### src/rtl/alu_acc_unit.sv
// alu_acc_unit: WIDTH-bit accumulator ALU with carry/zero flags and a shift-add multiply
module alu_acc_unit #(
  parameter int WIDTH = 8
) (
  input  logic             clk,
  input  logic             rst,
  input  logic             start,
  input  logic [2:0]       op_code,
  input  logic [WIDTH-1:0] in_b,
  output logic             ready,
  output logic             done,
  output logic [WIDTH-1:0] out_result,
  output logic             carry,
  output logic             zero
);
  localparam int CW = $clog2(WIDTH) + 1;
  typedef enum logic {IDLE, MUL} state_t;
  state_t state;
  logic [WIDTH-1:0] acc, mplier;
  logic [2*WIDTH-1:0] mcand, prod, prod_next;
  logic [CW-1:0] cnt;
  logic [WIDTH:0] ext;
  assign ready = state == IDLE;
  assign out_result = acc;
  // single-cycle ALU result extended by one bit; the top bit becomes the new carry
  always_comb begin
    ext = '0;
    case (op_code)
      3'd0: ext = {1'b0, acc} + {1'b0, in_b};
      3'd1: ext = {1'b0, acc} + {1'b0, in_b} + {{WIDTH{1'b0}}, carry};
      3'd2: ext = {1'b0, acc} - {1'b0, in_b};
      3'd3: ext = {1'b0, acc & in_b};
      3'd4: ext = {1'b0, acc | in_b};
      3'd5: ext = {1'b0, acc ^ in_b};
      default: ext = {carry, in_b};
    endcase
  end
  // partial product after adding the current multiplier bit
  always_comb prod_next = prod + (mplier[0] ? mcand : '0);
  // accept ops while idle; step the multiply one bit per cycle while busy
  always_ff @(posedge clk) begin
    if (rst) begin
      state <= IDLE;
      acc <= '0;
      carry <= 1'b0;
      zero <= 1'b1;
      done <= 1'b0;
      cnt <= '0;
      mcand <= '0;
      mplier <= '0;
      prod <= '0;
    end else begin
      done <= 1'b0;
      if (state == IDLE) begin
        if (start && op_code == 3'd7) begin
          mcand <= {{WIDTH{1'b0}}, acc};
          mplier <= in_b;
          prod <= '0;
          cnt <= '0;
          state <= MUL;
        end else if (start) begin
          acc <= ext[WIDTH-1:0];
          carry <= ext[WIDTH];
          zero <= ext[WIDTH-1:0] == '0;
          done <= 1'b1;
        end
      end else begin
        prod <= prod_next;
        mcand <= mcand << 1;
        mplier <= mplier >> 1;
        cnt <= cnt + CW'(1);
        if (cnt == CW'(WIDTH - 1)) begin
          acc <= prod_next[WIDTH-1:0];
          carry <= |prod_next[2*WIDTH-1:WIDTH];
          zero <= prod_next[WIDTH-1:0] == '0;
          done <= 1'b1;
          state <= IDLE;
        end
      end
    end
  end
endmodule

### config.mk
export PLATFORM = sky130hd
export DESIGN_NAME = alu_acc_unit
export DESIGN_NICKNAME = d
export VERILOG_FILES = /design/src/rtl/alu_acc_unit.sv
export SDC_FILE = /design/constraint.sdc
export NUM_CORES = 1
export LEC_CHECK = 0
export CELL_PAD_IN_SITES_DETAIL_PLACEMENT = 1
export CELL_PAD_IN_SITES_GLOBAL_PLACEMENT = 1
export CORE_MARGIN = 3
export CORE_UTILIZATION = 43
export CTS_CLUSTER_DIAMETER = 30
export CTS_CLUSTER_SIZE = 16
export DETAILED_ROUTE_END_ITERATION = 8
export PLACE_DENSITY_LB_ADDON = 0.1
export SETUP_SLACK_MARGIN = 0.3
export SKIP_LAST_GASP = 1
export SLEW_MARGIN = 20
export SYNTH_ARGS = -nofsm -noshare
export SYNTH_HDL_FRONTEND = slang
export SYNTH_SLANG_ARGS = --single-unit
export TNS_END_PERCENT = 1
### constraint.sdc
create_clock -name clk -period 7 [get_ports clk]
set_input_delay 2.1 -clock clk [delete_from_list [all_inputs] [get_ports clk]]
set_output_delay 2.1 -clock clk [all_outputs]
set_load 0.01 [all_outputs]
==> metrics.txt, run 1 <==
# TYPE chip_impl_metric gauge
chip_impl_metric{name="reg2reg_setup_slack",unit="ns"} 3.65
chip_impl_info{name="ys_top_cells_by_area",value="dfxtp_1, ha_1, a21oi_1"} 1
chip_impl_metric{name="clock_latency_on_the_worst_skew_pair",unit="ns"} 0.34
chip_impl_info{name="path_cells",value="clkdlybuf4s50_1 -> ha_1 -> fa_1 -> a211oi_4 -> nor2_1 -> xor2_1 -> nand3_1 -> nor4b_1 -> a211oi_1 -> a31o_1 -> o32ai_1 -> a311oi_2"} 1
chip_impl_metric{name="global_route_wire_length_before_repair",unit="µm"} 22460
chip_impl_metric{name="coreArea",unit="mm²"} 0.009910
chip_impl_metric{name="numPortBuffers",unit=""} 25
chip_impl_metric{name="crit_path_max_incr_delay",unit="ns"} 0.49
chip_impl_metric{name="setup-violations-final",unit=""} 0
chip_impl_info{name="leading_register_cell_type_out_of_synthesis",value="dfxtp_1"} 1
chip_impl_metric{name="mappedNetlistNets",unit=""} 656
chip_impl_info{name="worst_r2r_start",value="mplier[0]"} 1
chip_impl_metric{name="register_area",unit="mm²"} 0.001122
chip_impl_info{name="critical_path.reg2reg.endpoint",value="carry"} 1
chip_impl_info{name="cp_top_family",value="compound AO/OA/AOI/OAI gates"} 1
chip_impl_info{name="end_kind",value="flip-flop"} 1
chip_impl_info{name="worst_hold_startpoint",value="prod[14]"} 1
chip_impl_metric{name="detail_route.iter0.violations",unit=""} 175
chip_impl_metric{name="use_met3",unit="%"} 3.119
chip_impl_metric{name="overflow",unit=""} 0
chip_impl_metric{name="antenna_violations_before_repair",unit=""} 0
chip_impl_metric{name="hold_path_depth",unit=""} 2
chip_impl_metric{name="maxCapViolCount",unit=""} 0
chip_impl_metric{name="yosys_warnings",unit=""} 0
chip_impl_metric{name="post-route-cell-area",unit="mm²"} 0.004860
chip_impl_info{name="layout_common_cells",value="nor2_1, a21oi_1, dfxtp_1, ha_1, nand2_1"} 1
chip_impl_metric{name="die_area",unit="mm²"} 0.01162
chip_impl_metric{name="i_o_pin_count",unit=""} 26
chip_impl_metric{name="die-height",unit="µm"} 107.8
chip_impl_metric{name="final.setup.tns",unit="ns"} 0
chip_impl_metric{name="use_met2",unit="%"} 39.79
chip_impl_metric{name="area_of_the_multi_input_gates",unit="mm²"} 0.003083
chip_impl_metric{name="maxClockFrequency",unit="MHz"} 199.0
chip_impl_metric{name="critical_path_buf_inv_count",unit=""} 1
chip_impl_metric{name="clock_tree.htree_level_count",unit=""} 2
chip_impl_metric{name="placed_area",unit="mm²"} 0.004771
chip_impl_metric{name="route.vias.total",unit=""} 4276
chip_impl_metric{name="final.hold.worst_slack",unit="ns"} 0.4736
chip_impl_metric{name="synth-seq-cells",unit=""} 56
chip_impl_metric{name="maximum_number_of_pins_on_one_net_before_global_route_repair",unit=""} 65
chip_impl_metric{name="floorplan.die.width",unit="µm"} 107.8
chip_impl_metric{name="drcViolationCount",unit=""} 0
chip_impl_metric{name="post_synth_inst_count",unit=""} 596
chip_impl_metric{name="tritoncts.num_buffers",unit=""} 5
chip_impl_metric{name="finalCritPeriodShare",unit="%"} 71.80
chip_impl_metric{name="detail_route.wl_per_cell",unit="µm"} 18.44
chip_impl_metric{name="area_growth_syn_to_layout",unit="%"} 9.070
chip_impl_metric{name="post_drt_via_cell_ratio",unit=""} 5.834
chip_impl_metric{name="hold_viol",unit=""} 0
chip_impl_metric{name="gpl.final_weighted_congestion",unit=""} 0.8635
chip_impl_metric{name="route.antenna.remaining_nets",unit=""} 0
chip_impl_metric{name="vdd_ir_drop_max",unit="V"} 0.0001130
chip_impl_info{name="cp-start-kind",value="primary input"} 1
chip_impl_metric{name="worst_pin_slew",unit="ns"} 1.016
chip_impl_metric{name="crit_cells",unit=""} 12
chip_impl_info{name="root_buffer",value="clkbuf_8"} 1
chip_impl_metric{name="wirelength_routed",unit="µm"} 13520
chip_impl_metric{name="initial_core_util",unit="%"} 44.96
chip_impl_metric{name="gr-usage-met1",unit="%"} 33.41
chip_impl_info{name="yosys.area.top_type",value="dfxtp_1"} 1
chip_impl_metric{name="crit_required",unit="ns"} 7.20
chip_impl_metric{name="clock_sink_count",unit=""} 56
chip_impl_metric{name="power.density_cell_area",unit="mW/mm²"} 154.3
chip_impl_metric{name="final_period_minus_worst_setup_slack",unit="ns"} 5.026
chip_impl_info{name="clock_tree_from_tritoncts",value="done"} 1
chip_impl_info{name="hold_end",value="prod[14]"} 1
chip_impl_info{name="min-delay-path-class",value="reg2reg"} 1
chip_impl_info{name="grt.busiest_layer",value="met2"} 1
chip_impl_metric{name="first_global_vias",unit=""} 4421
chip_impl_metric{name="clk_path_buf_depth",unit=""} 2
chip_impl_metric{name="grtUsageTotal",unit="%"} 24.27
chip_impl_metric{name="count_of_antenna_diodes_in_the_layout",unit=""} 0
chip_impl_metric{name="ys_types",unit=""} 69
chip_impl_info{name="startpoint_of_the_worst_setup_timing_path",value="in_b[0]"} 1
chip_impl_metric{name="fp-row-count",unit=""} 36
chip_impl_metric{name="timing.critical_path.fanout_max",unit=""} 4
chip_impl_metric{name="final_layout_size_suffix_gt1_share",unit="%"} 5.333
chip_impl_metric{name="post_cts.repair.setup_buffers",unit=""} 0
chip_impl_info{name="final_common_cell",value="nor2_1"} 1
chip_impl_metric{name="first_pass_iters",unit=""} 5
chip_impl_metric{name="postSynth.asyncResetShare",unit="%"} 0
chip_impl_metric{name="synth.yosys.seq_area_share",unit="%"} 25.16
chip_impl_metric{name="hold_buffers",unit=""} 0
chip_impl_metric{name="synth_edf_count",unit=""} 0
chip_impl_metric{name="synth_area",unit="mm²"} 0.004456
chip_impl_info{name="status",value="finished clean"} 1
chip_impl_metric{name="layout.nets",unit=""} 659
chip_impl_metric{name="synth_top_area_share",unit="%"} 25.16
chip_impl_metric{name="cts_repair_resize_count",unit=""} 0
chip_impl_metric{name="average_cell_area_after_synthesis",unit="µm²"} 7.476
chip_impl_metric{name="final.fill_count",unit=""} 1250
chip_impl_metric{name="dp.final_hpwl",unit="µm"} 9619
chip_impl_metric{name="critical_path_arrival",unit="ns"} 5.23
chip_impl_info{name="cell_with_the_largest_stage_delay_on_the_worst_path",value="fa_1"} 1
chip_impl_metric{name="clock_skew",unit="ns"} 0.01508
chip_impl_metric{name="total_leakage_power",unit="nW"} 2.086
chip_impl_metric{name="timing_max_transition_violations_final",unit=""} 0
chip_impl_metric{name="clk_slew_on_worst_s_h_paths",unit="ns"} 0.11
chip_impl_metric{name="ff2ff_path_depth",unit=""} 11
chip_impl_metric{name="relSlewSlack",unit="%"} 32.07
chip_impl_info{name="worst_setup_path_type",value="in2reg"} 1
chip_impl_info{name="grt_setup_unrepaired",value="no"} 1
==> worst max path at each step <==
stage / to / slack, ns
5_1_grt: zero / 1.73
3_3_place_gp: carry / 1.77
2_1_floorplan: carry / 2.49
6_report: carry / 1.97
3_5_place_dp: carry / 1.63
4_1_cts: carry / 2.00
==> worst register-to-register path, delay by kind of cell (launching register included) <==
family                     cells  cell delay, ns
AOI/OAI and AO/OA              6            1.51
xor gates and xnor gates       1            0.19
DFF                            1            0.77
adders and majority gates      1            0.26
and+or+nand+nor                3            0.49
==> state kept, by name, indices dropped and copies added (netlist names) <==
signal      cells
zero            1
mcand          16
prod           16
out_result      8
done            1
cnt             4
state           1
carry           1
mplier          8
==> metal layers <==
| layer | routed length [µm] | up-vias | part of all wire (%) |
|---|---|---|---|
| met3 | 598 | 13 | 4.4 |
| met2 | 6296 | 79 | 47 |
| met1 | 6418 | 2091 | 47 |
| met5 | 0 | - | 0 |
| met4 | 206 | 0 | 1.5 |
| li1 | - | 2093 | - |
==> synth_stat cells (2+ instances only) <==
library cell,instances
buf_2,6
inv_1,25
dfxtp_1,56
and2_1,16
and3_1,15
fa_1,3
nor2_1,93
o21ai_1,5
clkbuf_1,24
a31oi_1,6
o31ai_1,3
nor4b_1,2
nor3_1,11
a2bb2oi_1,2
a21o_1,8
nor2b_1,6
nor4_1,2
a211oi_1,10
a32oi_1,2
o21ai_0,24
a21oi_1,83
a31o_2,2
or2_2,2
o211ai_1,3
nor3b_1,2
nand2_1,42
clkinv_1,2
xnor2_1,16
o21bai_2,2
xor2_1,12
a311oi_1,2
nand4_1,5
mux2i_1,4
ha_1,43
buf_1,5
nand2b_1,4
nand3_1,10
a22oi_1,3
o21bai_1,5
==> cells by family after synthesis <==
kind of cell    share of synthesized area [%]
fa+ha+maj                               13.42
simple gates                            22.55
buf+inv                                 5.645
mux                                     1.657
flops                                   25.16
xor+xnor                                5.504
compound gates                          26.06
==> layout make-up <==
| type | count | area share (%) |
|---|---|---|
| Multi-Input combinational cell | 477 | 63.44 |
| Clock buffer | 6 | 1.493 |
| Timing Repair Buffer | 32 | 6.128 |
| Sequential cell | 56 | 23.09 |
| Clock inverter | 2 | 0.3347 |
| Inverter | 27 | 2.085 |
| Tap cell | 133 | 3.424 |
==> per-stage QoR <==
step / setup WS, ns / cells / util [%] / power, W
global placement: 1.766 / 725 / 48.14 / 0.0005558
CTS: 2.000 / 733 / 49.04 / 0.0007569
detailed placement: 1.628 / 725 / 48.14 / 0.0005623
floorplan: 2.487 / 596 / - / 0.0004972
finish: 1.974 / 733 / 49.04 / 0.0007500
global route: 1.735 / 733 / 49.04 / 0.0007924
==> where the power goes <==
group | leakage [nW] | switching [W] | internal (W)
clock | 0.0414 | 0.000120 | 0.0000716
sequential | 0.454 | 0.0000115 | 0.000327
combinational | 1.59 | 0.000132 | 0.0000884
Note: power is estimated with default switching activity, not from simulation.
==> inputs of run 2 (changes only) <==
- CORE_UTILIZATION: 43 -> 41
- clock period: 7 -> 4.2 ns (I/O delays scaled with it)
==> run 2 against run 1 <==
  * Worst hold slack better by 0.0018 ns
  * Highest routed layer unchanged
  * Worst setup slack got worse by 1.6 ns
  * Sequential power up 67%
  * Clock-buffer cell count is 1 lower
  * Critical endpoint is now out_result[6]
==> metrics.txt, run 2 (synthesis results as in run 1) <==
# TYPE chip_impl_metric gauge
chip_impl_info{name="status",value="finished clean"} 1
chip_impl_metric{name="register_area",unit="mm²"} 0.001122
chip_impl_metric{name="gpl.final_weighted_congestion",unit=""} 0.8963
chip_impl_metric{name="coreArea",unit="mm²"} 0.01046
chip_impl_metric{name="timing_max_transition_violations_final",unit=""} 0
chip_impl_metric{name="maxCapViolCount",unit=""} 0
chip_impl_info{name="hold_end",value="prod[6]"} 1
chip_impl_metric{name="p_switching",unit="W"} 0.0004778
chip_impl_metric{name="combPwrFrac",unit="%"} 33.0
chip_impl_metric{name="finalCritPeriodShare",unit="%"} 90.79
chip_impl_metric{name="use_met2",unit="%"} 41.16
chip_impl_metric{name="place_inst",unit=""} 757
chip_impl_metric{name="setup-violations-final",unit=""} 0
chip_impl_metric{name="maxClockFrequency",unit="MHz"} 262.3
chip_impl_metric{name="die_area",unit="mm²"} 0.01215
chip_impl_metric{name="p_int",unit="W"} 0.0008646
chip_impl_metric{name="crit_required",unit="ns"} 4.45
chip_impl_metric{name="seq_power_share",unit="%"} 41.9
chip_impl_info{name="worst_r2r_start",value="mplier[0]"} 1
chip_impl_metric{name="wirelength_routed",unit="µm"} 14080
chip_impl_metric{name="hold_viol",unit=""} 0
chip_impl_info{name="worst_setup_path_type",value="in2reg"} 1
chip_impl_metric{name="area_growth_syn_to_layout",unit="%"} 16.74
chip_impl_metric{name="relSlewSlack",unit="%"} 30.23
chip_impl_metric{name="post_drt_via_cell_ratio",unit=""} 5.715
chip_impl_metric{name="grtUsageTotal",unit="%"} 24.29
chip_impl_metric{name="route.antenna.remaining_nets",unit=""} 0
chip_impl_info{name="cp-start-kind",value="primary input"} 1
chip_impl_metric{name="first_pass_iters",unit=""} 4
chip_impl_metric{name="maximum_number_of_pins_on_one_net_before_global_route_repair",unit=""} 65
chip_impl_metric{name="clk_slew_on_worst_s_h_paths",unit="ns"} 0.13
chip_impl_metric{name="global_route_wire_length_before_repair",unit="µm"} 23200
chip_impl_metric{name="reg2reg_setup_slack",unit="ns"} 0.89
chip_impl_metric{name="first_global_vias",unit=""} 4565
chip_impl_metric{name="route.vias.total",unit=""} 4389
chip_impl_metric{name="floorplan.die.width",unit="µm"} 110.2
chip_impl_info{name="worst_hold_startpoint",value="prod[6]"} 1
chip_impl_metric{name="finish.cell_count_without_fillers",unit=""} 768
chip_impl_info{name="layout_common_cells",value="nor2_1, a21oi_1, dfxtp_1, nand2_1, ha_1"} 1
chip_impl_metric{name="critical_path_arrival",unit="ns"} 4.06
chip_impl_metric{name="area_of_the_multi_input_gates",unit="mm²"} 0.003174
chip_impl_metric{name="gr-usage-met1",unit="%"} 33.49
chip_impl_metric{name="clock_skew",unit="ns"} 0.01521
chip_impl_metric{name="drcViolationCount",unit=""} 0
chip_impl_metric{name="numPortBuffers",unit=""} 25
chip_impl_metric{name="vdd_ir_drop_max",unit="V"} 0.0001601
chip_impl_metric{name="clock_power_share",unit="%"} 25.1
chip_impl_info{name="final_common_cell",value="nor2_1"} 1
chip_impl_metric{name="ff2ff_path_depth",unit=""} 12
chip_impl_metric{name="layout.nets",unit=""} 691
chip_impl_metric{name="clock_tree.htree_level_count",unit=""} 2
chip_impl_metric{name="fp-row-count",unit=""} 37
chip_impl_metric{name="final_period_minus_worst_setup_slack",unit="ns"} 3.813
chip_impl_info{name="layout_top_registers",value="mcand x16, prod x16"} 1
chip_impl_metric{name="clock_latency_on_the_worst_skew_pair",unit="ns"} 0.33
chip_impl_metric{name="final.fill_count",unit=""} 1329
chip_impl_metric{name="detail_route.wl_per_cell",unit="µm"} 18.33
chip_impl_metric{name="count_of_antenna_diodes_in_the_layout",unit=""} 0
chip_impl_info{name="clock_tree_from_tritoncts",value="done"} 1
chip_impl_info{name="critical_path.reg2reg.endpoint",value="carry"} 1
chip_impl_metric{name="use_met3",unit="%"} 2.388
chip_impl_metric{name="final.setup.tns",unit="ns"} 0
chip_impl_info{name="grt.busiest_layer",value="met2"} 1
chip_impl_metric{name="clk_path_buf_depth",unit=""} 2
chip_impl_metric{name="post-layout-total-power",unit="W"} 0.001342
chip_impl_metric{name="post-route-worst-setup-slack",unit="ns"} 0.3869
chip_impl_metric{name="crit_path_max_incr_delay",unit="ns"} 0.52
chip_impl_metric{name="initial_core_util",unit="%"} 42.59
chip_impl_info{name="path_cells",value="clkdlybuf4s50_1 -> inv_1 -> ha_1 -> nor2_1 -> nor2_1 -> xor2_2 -> nand3_2 -> buf_4 -> nor2_1 -> xnor2_1 -> o32ai_2 -> a21oi_1 -> a211oi_1"} 1
chip_impl_metric{name="timing.critical_path.fanout_max",unit=""} 8
chip_impl_metric{name="die-height",unit="µm"} 110.2
chip_impl_metric{name="final.hold.worst_slack",unit="ns"} 0.4755
chip_impl_metric{name="antenna_violations_before_repair",unit=""} 0
chip_impl_metric{name="i_o_pin_count",unit=""} 26
chip_impl_metric{name="hold_path_depth",unit=""} 2
chip_impl_info{name="grt_setup_unrepaired",value="yes"} 1
chip_impl_info{name="critical_path.most_common_cell",value="nor2_1"} 1
chip_impl_metric{name="dp.final_hpwl",unit="µm"} 10380
chip_impl_metric{name="detail_route.iter0.violations",unit=""} 296
chip_impl_metric{name="total_leakage_power",unit="nW"} 2.265
chip_impl_metric{name="worst_pin_slew",unit="ns"} 1.046
chip_impl_metric{name="dp_slack",unit="ns"} -0.1688
chip_impl_metric{name="clock_sink_count",unit=""} 56
chip_impl_info{name="end_kind",value="flip-flop"} 1
chip_impl_metric{name="tritoncts.num_buffers",unit=""} 5
chip_impl_info{name="min-delay-path-class",value="reg2reg"} 1
chip_impl_info{name="cell_with_the_largest_stage_delay_on_the_worst_path",value="clkdlybuf4s50_1"} 1
chip_impl_info{name="root_buffer",value="clkbuf_8"} 1
chip_impl_metric{name="power.density_cell_area",unit="mW/mm²"} 258.1
chip_impl_metric{name="final_layout_size_suffix_gt1_share",unit="%"} 12.66
chip_impl_metric{name="overflow",unit=""} 0
chip_impl_metric{name="p_sw_share",unit="%"} 35.59
==> run 2: routing by layer <==
metal,part of all wire [%],wire [µm],up-vias
met5,0,0,-
met1,49,6914,2143
met4,1.5,211,0
met3,2.9,408,18
met2,46,6541,74
li1,-,-,2154
==> run 2: through the flow <==
| step | util, % | instance area, µm² |
|---|---|---|
| 2_1_floorplan | - | 4456 |
| 3_3_place_gp | 47.72 | 4992 |
| 3_5_place_dp | 47.72 | 4992 |
| 4_1_cts | 48.89 | 5115 |
| 5_1_grt | 49.71 | 5201 |
| 6_report | 49.71 | 5201 |
==> run 2: what timing repair did <==
action | 4_1_cts | 5_1_grt
setup endpoints to repair | 4 | 6
hold endpoints to repair | 0 | 0
hold buffers | 0 | 0
setup buffers | 1 | 2
pin swaps | 6 | 9
gates resized for setup | 6 | 13
==> run 2: power groups by stage <==
stage	registers (W)	logic [W]	clock network [W]
global route	0.000566	0.000486	0.000369
floorplan	0.000572	0.000256	0
CTS	0.000563	0.000418	0.000348
finish	0.000563	0.000443	0.000337
detailed placement	0.000575	0.000410	0
global placement	0.000575	0.000399	0
==> run 2: worst max-delay path by stage <==
stage                        from             to  cells past startpoint
after floorplan           in_b[0]          carry                     11
after global placement    in_b[0]          carry                     12
after detailed placement  in_b[0]          carry                     12
after CTS                 in_b[0]           zero                     13
after global routing      in_b[3]  out_result[6]                     13
final                     in_b[3]  out_result[6]                     13
==> run 2: layout make-up <==
type                            count  area share (%)
Clock buffer                        5           1.323
Clock inverter                      3          0.5292
Inverter                           27           1.949
Multi-Input combinational cell    477           61.03
Sequential cell                    56           21.58
Tap cell                          136           3.272
Timing Repair Buffer               64           10.32
==> run 2: worst max-delay path: cells and delay by family <==
family                   cells  cell delay (ns)
AO/OA/AOI/OAI                3             0.62
adder cells (fa/ha/maj)      1             0.44
XOR/XNOR                     2             0.36
AND/OR/NAND/NOR              4             0.62
buffers and inverters        3             0.77
==> inputs of run 3 (changes only) <==
- TNS_END_PERCENT: 1 -> 20
==> results of run 3 <==
No change in the layout: final DEF, timing and power equal those of run 2.
==> RTL edit 1: new RTL, config.mk and constraints of run 1 <==
Set the parameter `WIDTH` to 16 (it was 8).
--- a/src/rtl/alu_acc_unit.sv
+++ b/src/rtl/alu_acc_unit.sv
@@ -1,5 +1,5 @@
 // alu_acc_unit: WIDTH-bit accumulator ALU with carry/zero flags and a shift-add multiply
 module alu_acc_unit #(
-  parameter int WIDTH = 8
+  parameter int WIDTH = 16
 ) (
   input  logic             clk,
Interface: changed (resized in_b and out_result); port bits go from 26 to 42. No check against the original RTL was run, so the function may have changed too.
==> RTL edit 1 against run 1 <==
Final area rose by 110%; core utilization fell by 0.37 points; routed wire length rose by 130%; sequential cell count rose by 49; critical path depth rose by 2; die area rose by 98%; setup slack got worse by 780 ps; sequential share of layout area fell by 2.0 points; total power rose by 120%; sequential power rose by 89%; synthesized area rose by 110%; global-route usage rose by 2.8 points; count of clock-buffer cells in the layout rose by 4; highest routed layer unchanged.
==> RTL edit 1: results (changes against run 1) <==
[run_status]
status = completed

[clock_network]
worstSkewPairLatency_ps = 370  ; +30 ps
clock_path_buffers = 2  ; unchanged
cts_buffers = 9  ; +4
cts_root_buf = clkbuf_16
ctsHtreeMaxLevel = 3  ; +1
clk_pin_slew_worst_paths_ps = 80  ; -30 ps
post-cts-setup-buffers = 0  ; unchanged

[setup_path]
slowest_stage = nor4b_1
crit_fanout = 5  ; +1
worstPathArrival_ps = 6100  ; +870 ps
crit_family = simple AND/OR/NAND/NOR gates
max_stage_delay_ps = 760  ; +270 ps

[synth]
synthTopCellsByArea = dfxtp_1 23%, ha_1 11%, nor2_1 6.2%, a21oi_1 6.0%, nand2_1 3.8%
synthCells = 1218  ; +100%
syn-num-nets = 1326  ; +100%
seq_area_frac_synth_pct = 23.0  ; -2.2 points
async_flop_share_pct = 0  ; unchanged
yosysWarnings = 0  ; unchanged
yosysUniqueCellTypes = 89  ; +29%
synthTopCellsByCount = 150 x nor2_1, 109 x a21oi_1, 105 x dfxtp_1
synth-main-ff-cell = dfxtp_1

[finish]
largestRegisters = mcand (32), prod (32)
nets = 1316  ; +100%
fillCellCount = 2625  ; +110%
layout-drive-gt1-share_pct = 5.11  ; -0.22 points

[global_route]
grt_max_degree = 70  ; +7.7%
grt_pass1_vias = 9105  ; +110%
grt_pass1_wl_um = 49800  ; +120%
track_usage_pct = 27.1  ; +2.8 points

[power]
ir_drop_mv = 0.116  ; +2.9%
leakage_nw = 4.16  ; +100%

[placement]
dp_slack_ps = 967  ; -661 ps
place_hpwl_um = 22300  ; +130%
place_congestion = 0.890  ; +3.0%
dpl.cell_count = 1467  ; +100%
port-buffer-count = 41  ; +64%
placed_area_um2 = 9710  ; +100%

[timing]
finClkSkew_ps = 8.46  ; -6.61 ps
slew_headroom_pct = 26.1  ; -6.0 points

[detailed_routing]
vias = 9196  ; +120%
drt_iter0_markers = 834  ; +380%
first_pass_iters = 7  ; +2
wl_per_cell_um = 20.9  ; +13%
routed_wl_um = 30900  ; +130%

[min_path]
hp-class = register to register

[RTL edit 1: cell count changes after synthesis, moves of 16 or more]
cell      change
o21ai_0      +26
xnor2_1      +21
a21oi_1      +26
mux2i_1      +16
nor2_1       +57
clkbuf_1     +38
inv_1        +32
nand2_1      +50
and3_1       +29
and2_1       +23
nor3_1       +24
a222oi_1     +30
dfxtp_1      +49
ha_1         +40
[RTL edit 1: worst paths after layout]
kind	slack (ps)	to	from	cells past startpoint
max	1200	zero	in_b[0]	14
min	470	prod[2]	prod[2]	2
max reg2reg	2070	carry	mplier[0]	12
min reg2reg	470	prod[2]	prod[2]	2
[RTL edit 1: cell type report]
cell class                      instances  area [µm²]  share of cell area, %
Tap cell                              270         338                   3.38
Sequential cell                       105        2110                   21.1
Clock inverter                          6        56.3                  0.563
Clock buffer                           10         239                   2.39
Inverter                               60         225                   2.25
Timing Repair Buffer                   55         513                   5.13
Multi-Input combinational cell        977        6530                   65.2
[RTL edit 1: cell families after synthesis]
| logic type | share of synthesized area, % |
|---|---|
| adders and majority gates | 12.0 |
| and+or+nand+nor | 25.2 |
| AOI/OAI and AO/OA | 26.3 |
| xor gates and xnor gates | 5.08 |
| muxes | 2.68 |
| buffers and inverters | 5.74 |
| DFF | 23.0 |
[RTL edit 1: routing by layer]
layer	routed length (µm)	track usage, %
met3	1620	3.63
met2	13900	43.0
met1	15000	39.2
met4	385	5.88
met5	0	0
[RTL edit 1: report_power, final]
group | leakage [nW] | switching (mW) | internal, mW | total [mW]
clock network | 0.143 | 0.271 | 0.260 | 0.531
logic | 3.17 | 0.288 | 0.178 | 0.467
registers | 0.852 | 0.0283 | 0.610 | 0.639
total | 4.16 | 0.588 | 1.05 | 1.64
==> RTL edit 2: new RTL, config.mk and constraints of run 1 <==
Without the edit above. Remove the case item `3'd1` of the case on `op_code`.
--- a/src/rtl/alu_acc_unit.sv
+++ b/src/rtl/alu_acc_unit.sv
@@ -28,5 +28,4 @@
     case (op_code)
       3'd0: ext = {1'b0, acc} + {1'b0, in_b};
-      3'd1: ext = {1'b0, acc} + {1'b0, in_b} + {{WIDTH{1'b0}}, carry};
       3'd2: ext = {1'b0, acc} - {1'b0, in_b};
       3'd3: ext = {1'b0, acc & in_b};
Function: changed (a bounded check fails within 4 cycles, from zero or initial values and one cycle with rst high).
==> RTL edit 2 against run 1 <==
Clock skew fell by 3.9 ps; die area fell by 3.8%; final area fell by 2.7%; worst hold slack got worse by 0.55 ps; synthesized area fell by 4.1%; total power rose by 1.3%; via count fell by 1.9%; fmax fell by 9.7%; sequential cell count did not move; critical endpoint is now out_result[7]; setup slack got worse by 540 ps; first-iteration DRC count rose by 14%; global-route usage fell by 1.3 points; routed wire length fell by 7.4%.
==> RTL edit 2: results (changes against run 1) <==
[run_status]
status = completed

[clock_network]
worstSkewPairLatency_ps = 320  ; -20 ps
cts_resized = 0  ; unchanged
clk_pin_slew_worst_paths_ps = 110  ; about the same
cts_root_buf = clkbuf_8
post-cts-setup-buffers = 0  ; unchanged
ctsHtreeMaxLevel = 2  ; unchanged
clock_path_buffers = 2  ; unchanged

[placement]
port-buffer-count = 25  ; unchanged
place_hpwl_um = 9150  ; -4.9%
dpl.cell_count = 708  ; -2.3%
place_congestion = 0.887  ; +2.7%

[setup_path]
crit_family = compound AO/OA/AOI/OAI gates
worstPathArrival_ps = 5790  ; +560 ps
crit_fanout = 17  ; +13
crit_start = op_code[1]
slowest_stage = nor3_1
r2r-start = mplier[0]
ff2ff_path_depth = 10  ; -1
max_stage_delay_ps = 460  ; -30 ps

[detailed_routing]
drt_iter0_markers = 199  ; +14%
routed_wl_um = 12500  ; -7.4%
vias = 4193  ; -1.9%
first_pass_iters = 4  ; -1
via_per_inst = 5.86  ; +0.39%

[min_path]
hold_start = prod[7]
hp-class = register to register
min_path_cells = 2  ; unchanged

[finish]
layout-drive-gt1-share_pct = 4.60  ; -0.73 points
fillCellCount = 1215  ; -2.8%
largestRegisters = mcand (16), prod (16)
antenna_cells = 0  ; unchanged

[synth]
avgSynthCellArea_um2 = 7.32  ; -2.1%
synthTopCellsByCount = 87 x a21oi_1, 85 x nor2_1, 56 x dfxtp_1
yosysUniqueCellTypes = 48  ; -30%
seq_area_frac_synth_pct = 26.2  ; +1.1 points
yosysWarnings = 0  ; unchanged
synthTopCellsByArea = dfxtp_1 26%, ha_1 12%, a21oi_1 10%, nor2_1 7.5%, and3_1 3.1%
async_flop_share_pct = 0  ; unchanged
syn-num-nets = 641  ; -2.3%
synth_most_common_cell = a21oi_1

[global_route]
grt_overflow = 0  ; unchanged
track_usage_pct = 23.0  ; -1.3 points
grt_max_degree = 71  ; +9.2%
grt_pass1_wl_um = 21200  ; -5.6%
grt_pass1_vias = 4136  ; -6.4%
antenna_found_initial = 0  ; unchanged

[power]
pg_clk_mw = 0.262  ; +36%
p_seq_mw = 0.335
leakage_nw = 2.01  ; -3.5%
swShare_pct = 29.1  ; -6.0 points
ir_drop_mv = 0.0895  ; -21%
p_per_area_nw_per_um2 = 161  ; +4.0%

[timing]
slew_headroom_pct = 54.0  ; +22 points
finClkSkew_ps = 11.1  ; -3.93 ps

[RTL edit 2: cell types whose count changed in the layout (fill, tap and decap cells not counted), moves of 6 or more]
| cell | change |
|---|---|
| nand2_1 | -10 |
| nor2_1 | -8 |
| o22ai_1 | +8 |
| xor2_1 | -8 |
| o211ai_1 | +7 |
| and3_1 | +6 |
| nor3_1 | +6 |
[RTL edit 2: cells by family after synthesis]
logic type | share of synthesized area [%]
simple gates | 24.5
compound gates | 25.7
buf+inv | 5.94
flops | 26.2
fa+ha+maj | 12.9
xor+xnor | 3.69
mux | 0.995
[RTL edit 2: stage by stage]
stage | cell area, µm² | worst slack, ps
after floorplan | 4270 | 1810
after global placement | 4590 | 1300
after detailed placement | 4590 | 1150
after CTS | 4730 | 1470
after global routing | 4730 | 1240
final | 4730 | 1440
[RTL edit 2: layout make-up]
cell class	count	share of cell area, %
tap	129	3.41
clock buffer	5	1.46
timing repair buffer	32	6.30
inverter	29	2.35
sequential	56	23.7
clock inverter	3	1.46
multi-input combinational	462	61.3
[RTL edit 2: final timing paths]
kind	endpoint	slack, ps
setup reg to reg	carry	3770
hold reg to reg	prod[7]	470
hold / removal	prod[7]	470
setup / recovery	out_result[7]	1440
[RTL edit 2: worst min-delay path, stage by stage (launching register included)]
cell and delay, ps:
dfxtp_1 330, nand2_1 50, a21oi_1 50
[RTL edit 2: per-layer routing]
metal  share of wire, %  wire length [µm]  GRT usage (%)  vias up
li1                   -                 -              -     2074
met1                 51              6360           33.5     2048
met2                 45              5610           36.9       60
met3                3.5               437           3.00       11
met4               0.83               104           3.52        0
met5                  0                 0              0        -
